### config.mk
export PLATFORM = sky130hd
export DESIGN_NAME = text_memory_arbiter_flat
export DESIGN_NICKNAME = d
export VERILOG_FILES = /design/src/rtl/rv_config.sv /design/src/rtl/text_memory_arbiter_pkg.sv /design/src/rtl/text_memory_arbiter_if.sv /design/src/rtl/text_memory_arbiter_rr.sv /design/src/rtl/text_memory_arbiter.sv /design/src/flat_wrapper.sv
export SDC_FILE = /design/constraint.sdc
export NUM_CORES = 1
export LEC_CHECK = 0
export ABC_AREA = 1
export ABC_CLOCK_PERIOD_IN_PS = 2000
export CELL_PAD_IN_SITES_DETAIL_PLACEMENT = 0
export CELL_PAD_IN_SITES_GLOBAL_PLACEMENT = 2
export CORE_ASPECT_RATIO = 0.9
export CORE_MARGIN = 4
export CORE_UTILIZATION = 10
export CTS_CLUSTER_SIZE = 40
export DETAILED_ROUTE_END_ITERATION = 8
export GPL_TIMING_DRIVEN = 0
export PLACE_DENSITY = 0.79
export SKIP_LAST_GASP = 1
export SLEW_MARGIN = 25
export SYNTH_ARGS = -nofsm -noshare
export SYNTH_HDL_FRONTEND = slang
export SYNTH_SLANG_ARGS = --single-unit
### constraint.sdc
create_clock -name clock -period 2 [get_ports clock]
set_input_delay 0.3 -clock clock [delete_from_list [all_inputs] [get_ports clock]]
set_output_delay 0.3 -clock clock [all_outputs]
set_load 0.01 [all_outputs]
### src/rtl/rv_config.sv
// Core memory-map constants shared by the fetch path and the text memory.
// The text region is aligned to its own size, so addr[TEXT_BITS-1:2] is the word index.
package rv_config;
  localparam int          TEXT_BITS  = 10;
  localparam logic [31:0] TEXT_BEGIN = 32'h0000_1000;
  localparam logic [31:0] TEXT_END   = TEXT_BEGIN + (32'd1 << TEXT_BITS) - 32'd1;
endpackage

### src/rtl/text_memory_arbiter_pkg.sv
// Local types and defaults for the text memory arbiter.
package text_arb_pkg;
  typedef enum logic {REQ_IF = 1'b0, REQ_DBG = 1'b1} requester_t;

  localparam int DEFAULT_MAX_BURST = 4;

  function automatic logic addr_legal(input logic [31:0] addr,
                                      input logic [31:0] lo,
                                      input logic [31:0] hi);
    return (addr >= lo) && (addr <= hi) && (addr[1:0] == 2'b00);
  endfunction
endpackage

### src/rtl/text_memory_arbiter_if.sv
// Requester, response and text-memory signals of the arbiter, grouped in one bundle.
// slave = arbiter side; master = requesters plus the memory model.
interface text_arb_if #(
  parameter int TEXT_BITS = rv_config::TEXT_BITS
) ();
  logic                 if_req_valid;
  logic [31:0]          if_req_addr;
  logic                 if_req_ready;
  logic                 if_rsp_valid;
  logic [31:0]          if_rsp_data;
  logic                 if_rsp_err;

  logic                 dbg_req_valid;
  logic [31:0]          dbg_req_addr;
  logic                 dbg_req_we;
  logic [31:0]          dbg_req_wdata;
  logic [3:0]           dbg_req_be;
  logic                 dbg_req_ready;
  logic                 dbg_rsp_valid;
  logic [31:0]          dbg_rsp_data;
  logic                 dbg_rsp_err;

  logic [TEXT_BITS-3:0] mem_address;
  logic                 mem_we;
  logic [31:0]          mem_wdata;
  logic [3:0]           mem_be;
  logic [31:0]          mem_q;

  modport slave (
    input  if_req_valid, if_req_addr,
    input  dbg_req_valid, dbg_req_addr, dbg_req_we, dbg_req_wdata, dbg_req_be,
    input  mem_q,
    output if_req_ready, if_rsp_valid, if_rsp_data, if_rsp_err,
    output dbg_req_ready, dbg_rsp_valid, dbg_rsp_data, dbg_rsp_err,
    output mem_address, mem_we, mem_wdata, mem_be
  );

  modport master (
    output if_req_valid, if_req_addr,
    output dbg_req_valid, dbg_req_addr, dbg_req_we, dbg_req_wdata, dbg_req_be,
    output mem_q,
    input  if_req_ready, if_rsp_valid, if_rsp_data, if_rsp_err,
    input  dbg_req_ready, dbg_rsp_valid, dbg_rsp_data, dbg_rsp_err,
    input  mem_address, mem_we, mem_wdata, mem_be
  );
endinterface

### src/rtl/text_memory_arbiter_rr.sv
// Two-way round-robin grant with a burst cap: the last winner keeps the grant under
// contention only while its burst is live (count 1..MAX_BURST-1).
module text_arb_rr
  import text_arb_pkg::*;
#(
  parameter int MAX_BURST = DEFAULT_MAX_BURST
) (
  input  logic       clock,
  input  logic       reset_n,
  input  logic       i_if_valid,
  input  logic       i_dbg_valid,
  output logic       o_grant_valid,
  output requester_t o_grant
);
  localparam int              CNT_W   = $clog2(MAX_BURST + 1);
  localparam logic [CNT_W-1:0] MAX_CNT = CNT_W'(MAX_BURST);

  requester_t       r_last_grant;
  requester_t       w_last_grant_next;
  logic [CNT_W-1:0] r_burst_cnt;
  logic [CNT_W-1:0] w_burst_cnt_next;
  logic             w_if_valid;
  logic             w_dbg_valid;

  assign w_if_valid  = i_if_valid  && reset_n;
  assign w_dbg_valid = i_dbg_valid && reset_n;

  always_ff @(posedge clock) begin
    if (!reset_n) begin
      r_last_grant <= REQ_DBG;
      r_burst_cnt  <= '0;
    end else begin
      r_last_grant <= w_last_grant_next;
      r_burst_cnt  <= w_burst_cnt_next;
    end
  end

  always_comb begin
    o_grant_valid     = 1'b0;
    o_grant           = REQ_IF;
    w_last_grant_next = r_last_grant;
    w_burst_cnt_next  = r_burst_cnt;

    if (w_if_valid && w_dbg_valid) begin
      o_grant_valid = 1'b1;
      // A zero count means the previous cycle was idle, so the tie goes to the other side.
      if ((r_burst_cnt != '0) && (r_burst_cnt < MAX_CNT))
        o_grant = r_last_grant;
      else
        o_grant = (r_last_grant == REQ_IF) ? REQ_DBG : REQ_IF;
    end else if (w_if_valid) begin
      o_grant_valid = 1'b1;
      o_grant       = REQ_IF;
    end else if (w_dbg_valid) begin
      o_grant_valid = 1'b1;
      o_grant       = REQ_DBG;
    end

    if (!o_grant_valid) begin
      w_burst_cnt_next = '0;
    end else if (o_grant == r_last_grant) begin
      w_burst_cnt_next = (r_burst_cnt == MAX_CNT) ? r_burst_cnt : r_burst_cnt + 1'b1;
    end else begin
      w_burst_cnt_next  = {{(CNT_W-1){1'b0}}, 1'b1};
      w_last_grant_next = o_grant;
    end
  end
endmodule

### src/rtl/text_memory_arbiter.sv
// Shares the single-port text memory between instruction fetch and the debug/loader port.
// Illegal accesses are accepted but never reach the memory; responses follow accept by one cycle.
module text_memory_arbiter
  import text_arb_pkg::*;
#(
  parameter logic [31:0] TEXT_BEGIN = rv_config::TEXT_BEGIN,
  parameter logic [31:0] TEXT_END   = rv_config::TEXT_END,
  parameter int          TEXT_BITS  = rv_config::TEXT_BITS,
  parameter int          MAX_BURST  = DEFAULT_MAX_BURST
) (
  input  logic       clock,
  input  logic       reset_n,
  text_arb_if.slave  bus
);
  logic                 w_grant_valid;
  requester_t           w_grant;
  logic [31:0]          w_sel_addr;
  logic                 w_sel_we;
  logic                 w_legal;
  logic                 w_issue;
  logic [TEXT_BITS-3:0] r_mem_address;
  logic                 r_pend_if;
  logic                 r_pend_dbg;
  logic                 r_pend_err;
  logic                 r_pend_we;
  logic [31:0]          w_rsp_data;

  text_arb_rr #(.MAX_BURST(MAX_BURST)) u_rr (
    .clock         (clock),
    .reset_n       (reset_n),
    .i_if_valid    (bus.if_req_valid),
    .i_dbg_valid   (bus.dbg_req_valid),
    .o_grant_valid (w_grant_valid),
    .o_grant       (w_grant)
  );

  assign w_sel_addr = (w_grant == REQ_DBG) ? bus.dbg_req_addr : bus.if_req_addr;
  assign w_sel_we   = (w_grant == REQ_DBG) && bus.dbg_req_we;
  assign w_legal    = addr_legal(w_sel_addr, TEXT_BEGIN, TEXT_END);
  assign w_issue    = w_grant_valid && w_legal;

  assign bus.if_req_ready  = w_grant_valid && (w_grant == REQ_IF);
  assign bus.dbg_req_ready = w_grant_valid && (w_grant == REQ_DBG);

  assign bus.mem_we      = w_issue && w_sel_we;
  assign bus.mem_wdata   = bus.mem_we ? bus.dbg_req_wdata : 32'h0;
  assign bus.mem_be      = bus.mem_we ? bus.dbg_req_be : 4'h0;
  assign bus.mem_address = w_issue ? w_sel_addr[TEXT_BITS-1:2] : r_mem_address;

  always_ff @(posedge clock) begin
    if (!reset_n) begin
      r_mem_address <= '0;
      r_pend_if     <= 1'b0;
      r_pend_dbg    <= 1'b0;
      r_pend_err    <= 1'b0;
      r_pend_we     <= 1'b0;
    end else begin
      if (w_issue)
        r_mem_address <= w_sel_addr[TEXT_BITS-1:2];
      r_pend_if  <= w_grant_valid && (w_grant == REQ_IF);
      r_pend_dbg <= w_grant_valid && (w_grant == REQ_DBG);
      r_pend_err <= w_grant_valid && !w_legal;
      r_pend_we  <= w_grant_valid && w_sel_we;
    end
  end

  // mem_q is only meaningful for a legal read issued last cycle.
  assign w_rsp_data = (r_pend_err || r_pend_we) ? 32'h0 : bus.mem_q;

  assign bus.if_rsp_valid  = r_pend_if;
  assign bus.if_rsp_data   = r_pend_if ? w_rsp_data : 32'h0;
  assign bus.if_rsp_err    = r_pend_if && r_pend_err;
  assign bus.dbg_rsp_valid = r_pend_dbg;
  assign bus.dbg_rsp_data  = r_pend_dbg ? w_rsp_data : 32'h0;
  assign bus.dbg_rsp_err   = r_pend_dbg && r_pend_err;
endmodule

### src/flat_wrapper.sv
// flat-port wrapper written by rule: the top's interface ports become plain ports
module text_memory_arbiter_flat import text_arb_pkg::*;
#(
  parameter logic [31:0] TEXT_BEGIN = rv_config::TEXT_BEGIN,
  parameter logic [31:0] TEXT_END   = rv_config::TEXT_END,
  parameter int          TEXT_BITS  = rv_config::TEXT_BITS,
  parameter int          MAX_BURST  = DEFAULT_MAX_BURST
)
  (clock, reset_n, bus_if_req_valid, bus_if_req_addr, bus_dbg_req_valid, bus_dbg_req_addr, bus_dbg_req_we, bus_dbg_req_wdata, bus_dbg_req_be, bus_mem_q, bus_if_req_ready, bus_if_rsp_valid, bus_if_rsp_data, bus_if_rsp_err, bus_dbg_req_ready, bus_dbg_rsp_valid, bus_dbg_rsp_data, bus_dbg_rsp_err, bus_mem_address, bus_mem_we, bus_mem_wdata, bus_mem_be);
  text_arb_if #(.TEXT_BITS(TEXT_BITS)) bus_i ();
  input  logic clock;
  input  logic reset_n;
  input wire logic [$bits(bus_i.if_req_valid)-1:0] bus_if_req_valid;
  input wire logic [$bits(bus_i.if_req_addr)-1:0] bus_if_req_addr;
  input wire logic [$bits(bus_i.dbg_req_valid)-1:0] bus_dbg_req_valid;
  input wire logic [$bits(bus_i.dbg_req_addr)-1:0] bus_dbg_req_addr;
  input wire logic [$bits(bus_i.dbg_req_we)-1:0] bus_dbg_req_we;
  input wire logic [$bits(bus_i.dbg_req_wdata)-1:0] bus_dbg_req_wdata;
  input wire logic [$bits(bus_i.dbg_req_be)-1:0] bus_dbg_req_be;
  input wire logic [$bits(bus_i.mem_q)-1:0] bus_mem_q;
  output wire logic [$bits(bus_i.if_req_ready)-1:0] bus_if_req_ready;
  output wire logic [$bits(bus_i.if_rsp_valid)-1:0] bus_if_rsp_valid;
  output wire logic [$bits(bus_i.if_rsp_data)-1:0] bus_if_rsp_data;
  output wire logic [$bits(bus_i.if_rsp_err)-1:0] bus_if_rsp_err;
  output wire logic [$bits(bus_i.dbg_req_ready)-1:0] bus_dbg_req_ready;
  output wire logic [$bits(bus_i.dbg_rsp_valid)-1:0] bus_dbg_rsp_valid;
  output wire logic [$bits(bus_i.dbg_rsp_data)-1:0] bus_dbg_rsp_data;
  output wire logic [$bits(bus_i.dbg_rsp_err)-1:0] bus_dbg_rsp_err;
  output wire logic [$bits(bus_i.mem_address)-1:0] bus_mem_address;
  output wire logic [$bits(bus_i.mem_we)-1:0] bus_mem_we;
  output wire logic [$bits(bus_i.mem_wdata)-1:0] bus_mem_wdata;
  output wire logic [$bits(bus_i.mem_be)-1:0] bus_mem_be;
  assign bus_i.if_req_valid = bus_if_req_valid;
  assign bus_i.if_req_addr = bus_if_req_addr;
  assign bus_i.dbg_req_valid = bus_dbg_req_valid;
  assign bus_i.dbg_req_addr = bus_dbg_req_addr;
  assign bus_i.dbg_req_we = bus_dbg_req_we;
  assign bus_i.dbg_req_wdata = bus_dbg_req_wdata;
  assign bus_i.dbg_req_be = bus_dbg_req_be;
  assign bus_i.mem_q = bus_mem_q;
  assign bus_if_req_ready = bus_i.if_req_ready;
  assign bus_if_rsp_valid = bus_i.if_rsp_valid;
  assign bus_if_rsp_data = bus_i.if_rsp_data;
  assign bus_if_rsp_err = bus_i.if_rsp_err;
  assign bus_dbg_req_ready = bus_i.dbg_req_ready;
  assign bus_dbg_rsp_valid = bus_i.dbg_rsp_valid;
  assign bus_dbg_rsp_data = bus_i.dbg_rsp_data;
  assign bus_dbg_rsp_err = bus_i.dbg_rsp_err;
  assign bus_mem_address = bus_i.mem_address;
  assign bus_mem_we = bus_i.mem_we;
  assign bus_mem_wdata = bus_i.mem_wdata;
  assign bus_mem_be = bus_i.mem_be;
  text_memory_arbiter #(.TEXT_BEGIN(TEXT_BEGIN), .TEXT_END(TEXT_END), .TEXT_BITS(TEXT_BITS), .MAX_BURST(MAX_BURST)) u_core (.clock(clock), .reset_n(reset_n), .bus(bus_i));
endmodule
# Yosys cells after proc, flatten, opt, wreduce, memory -nomap -nowiden
# Index checks and enable logic that the tools add are counted.
# word_totals
register_bits	16
latchBits	0
ram_bits	0
romBits	0
input_bits	137
output_inout_bits	115
elab_cells	55
mem_count	0
# op_classes
addsub	1
multipliers	0
div_mod_pow	0
magnitude_cmp	3
n_eq_ne	3
n_shift	0
muxes	16
n_bitwise	2
n_reduce_logical	22
# ops
operator	n
two-way mux 32 bit	5
>= comparator 32 x 13 -> 1 bit (second input constant)	1
<= comparator 32 x 13 -> 1 bit (second input constant)	1
logical AND 1 bit	15
two-way mux 1 bit	9
two-way mux 8 bit	1
two-way mux 4 bit	1
AND reduction 2 bit	2
adder 3 x 1 -> 3 bit (second input constant)	1
== test 3 bit (second input constant)	1
< comparator 3 bit (second input constant)	1
AND reduction 3 bit	1
nonzero test 3 bit	1
zero test 2 bit	1
!= test 2 bit (second input constant)	1
inverter 1 bit	2
== test 1 bit	1
zero test 1 bit	1
logical OR 1 bit	1

# Depth between registers and ports, before layout
# depth
word_depth	11
depth_mapped	13
depth_no_buf	13

# Modules after synthesis
# From an unflattened synthesis, not the netlist that was laid out.
# hier_totals
hier_cells	375
hier_area_um2	1863.0
# by_module_without_submodules
mod	instances	cells_each	area_each_um2	seq_area_each_um2
text_memory_arbiter	1	339	1606.5	240.2
text_arb_rr	1	36	256.5	80.1

# Least setup slack after synthesis
# OpenSTA, ideal clock, no wires.
# synth_timing
kind	flip-flop to output port
start	register u_core.u_rr.r_burst_cnt[0]
end	output bus_mem_wdata[10]
arrival_time_ns	1.618
required_time_ns	1.700
setup_slack_ns	0.082
path_stages_with_launch	13
n_path_buf	1
path_cell_list	dfxtp_1 > inv_1 > ha_1 > nor2_1 > nand2_1 > nand3_1 > nand2_2 > inv_2 > nand4_1 > nand2_1 > nand3_4 > buf_6 > nor2_2
# synth_via
elab_chain_cells	11
elab_cells_between_ends	15
cone_classes	order compare: 3; mux: 4; reduce/logical: 8
# synth_rtl
item	line_no	source
start, declared	text_memory_arbiter_rr.sv:20	logic [CNT_W-1:0] r_burst_cnt;
start signal, assigned	text_memory_arbiter_rr.sv:34	r_burst_cnt <= w_burst_cnt_next;
< comparator 3 bit or nonzero test 3 bit (tied branches)	text_memory_arbiter_rr.sv:47	if ((r_burst_cnt != '0) && (r_burst_cnt < MAX_CNT))
logical AND 1 bit (*)	text_memory_arbiter_rr.sv:47	
two-way mux 1 bit (*)	text_memory_arbiter_rr.sv:47	
two-way mux 1 bit (*)	text_memory_arbiter_rr.sv:44	if (w_if_valid && w_dbg_valid) begin
two-way mux 32 bit	text_memory_arbiter.sv:37	assign w_sel_addr = (w_grant == REQ_DBG) ? bus.dbg_req_addr : bus.if_req_addr;
>= comparator 32 x 13 -> 1 bit or <= comparator 32 x 13 -> 1 bit (tied branches)	text_memory_arbiter_pkg.sv:10	return (addr >= lo) && (addr <= hi) && (addr[1:0] == 2'b00);
logical AND 1 bit (2 in a row)	text_memory_arbiter_pkg.sv:10	
logical AND 1 bit	text_memory_arbiter.sv:40	assign w_issue = w_grant_valid && w_legal;
logical AND 1 bit (*)	text_memory_arbiter.sv:45	assign bus.mem_we = w_issue && w_sel_we;
two-way mux 32 bit (*)	text_memory_arbiter.sv:46	assign bus.mem_wdata = bus.mem_we ? bus.dbg_req_wdata : 32'h0;
end, declared	flat_wrapper.sv:31	output wire logic [$bits(bus_i.mem_wdata)-1:0] bus_mem_wdata;
# Every way passes the cells marked *; elsewhere a longest branch is shown, timed or not.

# Final worst setup path
# layout_timing
start	input bus_if_req_addr[15]
end	output bus_mem_wdata[2]
# layout_via
elab_chain_cells	7
elab_cells_between_ends	8
cone_classes	order compare: 2; mux: 2; reduce/logical: 4
# layout_rtl
item	line_no	source
start, declared	flat_wrapper.sv:14	input wire logic [$bits(bus_i.if_req_addr)-1:0] bus_if_req_addr;
two-way mux 32 bit (*)	text_memory_arbiter.sv:37	
>= comparator 32 x 13 -> 1 bit or <= comparator 32 x 13 -> 1 bit (tied branches)	text_memory_arbiter_pkg.sv:10	
logical AND 1 bit (*) (2 in a row)	text_memory_arbiter_pkg.sv:10	
logical AND 1 bit (*)	text_memory_arbiter.sv:40	
logical AND 1 bit (*)	text_memory_arbiter.sv:45	
two-way mux 32 bit (*)	text_memory_arbiter.sv:46	
# Marks and branches as above.

==> impl_metrics.env <==
export IMPL_vias=3291
export IMPL_overflow=0
export IMPL_clk_latency_ns=0.25
export IMPL_diodes=0
export IMPL_port_buffers=251
export IMPL_fin_area_um2=5640
export IMPL_core_um2=20200
export IMPL_place_area_um2=4920
export IMPL_synth_top_area_frac=0.221
export IMPL_path_clk_slew_ns=0.05
export IMPL_synthDistinctLibCells=22
export IMPL_fin_skew_ns=0.00259
export IMPL_gp_congestion=0.757
export IMPL_path_max_fanout=8
export IMPL_fin_crit_ns=2.37
export IMPL_p_per_area_nw_per_um2=264
export IMPL_syn_nets=551
export IMPL_arrival_ns=2.07
export IMPL_yosys_top_cells_area="inv_1 22%, nor3_1 16%, dfxtp_1 15%, nor2_1 11%, nand2_1 10%"
export IMPL_dp_final_hpwl_um=9550
export IMPL_path_class="input port to primary output"
export IMPL_crit_path_cell_trace="clkdlybuf4s50_1 -> nor2_1 -> nand4_1 -> nor3_4 -> nand2_4 -> nand2_4 -> nand3_4 -> buf_12 -> buf_12 -> nor2_4 -> buf_6"
export IMPL_slew_violations=0
export IMPL_cts_tree="built"
export IMPL_dieArea_um2=23300
export IMPL_htreeDepth=1
export IMPL_hold_violations=0
export IMPL_rows=49
export IMPL_syn2layout_area_growth_pct=170
export IMPL_nets=830
export IMPL_maxCapViolations=0
export IMPL_ys_seq_area_frac=0.153
export IMPL_synth_seq_cells=16
export IMPL_wl_um=11800
export IMPL_grt_pass1_wl_um=18000
export IMPL_final_setup_viol_count=45
export IMPL_synth_top_area_cell="inv_1"
export IMPL_syn_area_um2=2090
export IMPL_fmax_ghz=0.422
export IMPL_clockBufferDepth=2
export IMPL_r2r_slack_ns=0.22
export IMPL_yosysWarningCount=0
export IMPL_min_period_over_period=1.18
export IMPL_pin_count=252
export IMPL_final_common_cell="clkdlybuf4s50_1"
export IMPL_status="complete, but fails checks"
export IMPL_initial_core_util=0.103
export IMPL_critPathTopFamily="simple AND/OR/NAND/NOR gates"
export IMPL_crit_path_max_incr_delay_ns=0.43
export IMPL_slew_headroom=0.714
export IMPL_remaining_drc_errors=0
export IMPL_drt_first_pass_iters=4
export IMPL_cts_root_buffer="clkbuf_16"
export IMPL_grt_pass1_vias=3241
export IMPL_utilization=0.279
export IMPL_end_kind="primary output"
export IMPL_worst_path_max_delay_cell="clkdlybuf4s50_1"
export IMPL_num_fill_cells=2270
export IMPL_hold_ws_ns=0.374
export IMPL_viasPerCell=3.48
export IMPL_worst_slew_pin_slew_ns=0.428
export IMPL_crit_required_ns=1.70
export IMPL_drt_iter0_markers=101
export IMPL_gr_usage_all_layers=0.0931
export IMPL_wire_per_inst_um=12.5
export IMPL_numCtsBuffers=3
export IMPL_violations="negative setup slack"
export IMPL_rsz0062_at_grt="true"
export IMPL_antenna_found_initial=0
export IMPL_syn_area_per_cell_um2=5.07
export IMPL_layout_common_cells="133 x clkdlybuf4s50_1, 114 x inv_1, 61 x dlygate4sd2_1"
export IMPL_drive_gt1_frac=0.259
export IMPL_critical_path_buf_inv_count=4
export IMPL_power_total_mw=1.49
export IMPL_worstSetupStartpointType="input port"
export IMPL_hold_path_class="input port to register"
export IMPL_cts_num_sinks=16
export IMPL_instances_no_fill=945
export IMPL_detail_route_antenna_nets=0
export IMPL_p_leak_nw=2.97
export IMPL_setup_slack_ns=-0.368
export IMPL_dieHeight_um=145
export IMPL_synth_cells=412
export IMPL_ir_worst_vdd_mv=0.288
export IMPL_grt_max_degree=11
export IMPL_cts_hold_buf=0
export IMPL_placed_cells=918
export IMPL_die_w_um=160
-- layout make-up --
type                            instances  area [µm²]  area share
Timing Repair Buffer                  275        2740       0.485
Clock buffer                            4        88.8      0.0158
Tap cell                              255         319      0.0566
Multi-Input combinational cell        253        1540       0.274
Sequential cell                        16         323      0.0573
Inverter                              124         473      0.0839
Buffer                                 18         155      0.0275
-- state kept, by name, summed over array words and instances, names as in the netlist --
| name | cells |
|---|---|
| u_core.bus.if_rsp_valid | 1 |
| u_core.u_rr.r_last_grant | 1 |
| u_core.u_rr.r_burst_cnt | 3 |
| u_core.r_mem_address | 8 |
| u_core.bus.dbg_rsp_valid | 1 |
| u_core.r_pend_we | 1 |
| u_core.r_pend_err | 1 |
-- worst reg2reg max path: cells and delay by family, from the launching register on --
kind | cells | cell delay, ns
AND/OR/NAND/NOR | 7 | 0.56
buffers and inverters | 5 | 0.49
flip-flops | 1 | 0.33
adder cells (fa/ha/maj) | 1 | 0.17
AO/OA/AOI/OAI | 1 | 0.12
-- metal layers --
layer	wire (µm)	share of wire	vias to the layer above	global-route usage
li1	-	-	1764	-
met1	4910	0.41	1397	0.114
met2	5910	0.50	120	0.169
met3	895	0.076	10	0.0252
met4	121	0.010	0	0.00946
met5	0	0	-	0
-- timing repair --
action | 4_1_cts | 5_1_grt
setup endpoints to repair | 111 | 54
gates cloned | 3 | 0
gates resized for setup | 327 | 107
pin swaps | 19 | 21
setup buffers | 16 | 7
hold endpoints to repair | 0 | 0
-- where the power goes --
| group | switching (mW) | total (mW) | internal, mW |
|---|---|---|---|
| Combinational | 0.315 | 0.715 | 0.400 |
| Clock | 0.132 | 0.436 | 0.304 |
| Sequential | 0.00881 | 0.338 | 0.329 |
-- cell usage after synthesis, drive strengths merged --
master  number
clkbuf      12
inv        124
dfxtp       16
o211ai       1
nor2        91
nor3        65
xor2         1
o21ai       11
a21oi        2
or2          1
nand4        4
xnor2        1
nand3       13
ha           2
buf          7
nand2       61
-- kinds of logic (layout without fill, tap and decap cells) --
family                     Yosys count  count (layout)  synth area share
adders and majority gates            2               2            0.0120
DFF                                 16              16             0.153
and+or+nand+nor                    235             235             0.519
xor gates and xnor gates             2               2           0.00838
AOI/OAI and AO/OA                   14              14            0.0347
buffers and inverters              143             421             0.272
-- through the flow --
step / setup slack (ns) / setup TNS (ns)
after global routing: -0.544 / -20.36
final: -0.368 / -12.70
after detailed placement: -0.810 / -48.99
after global placement: -0.834 / -50.45
after CTS: -0.403 / -15.54
after floorplan: 0.0817 / 0
-- worst paths after layout --
path	cells past startpoint	startpoint	to
setup reg to reg	14	u_core.u_rr.r_burst_cnt[0]	u_core.r_mem_address[3]
setup / recovery	11	bus_if_req_addr[15]	bus_mem_wdata[2]
hold reg to reg	4	u_core.r_mem_address[0]	u_core.r_mem_address[0]
hold / removal	2	reset_n	u_core.u_rr.r_last_grant
Note: power is estimated with default switching activity, not from simulation.
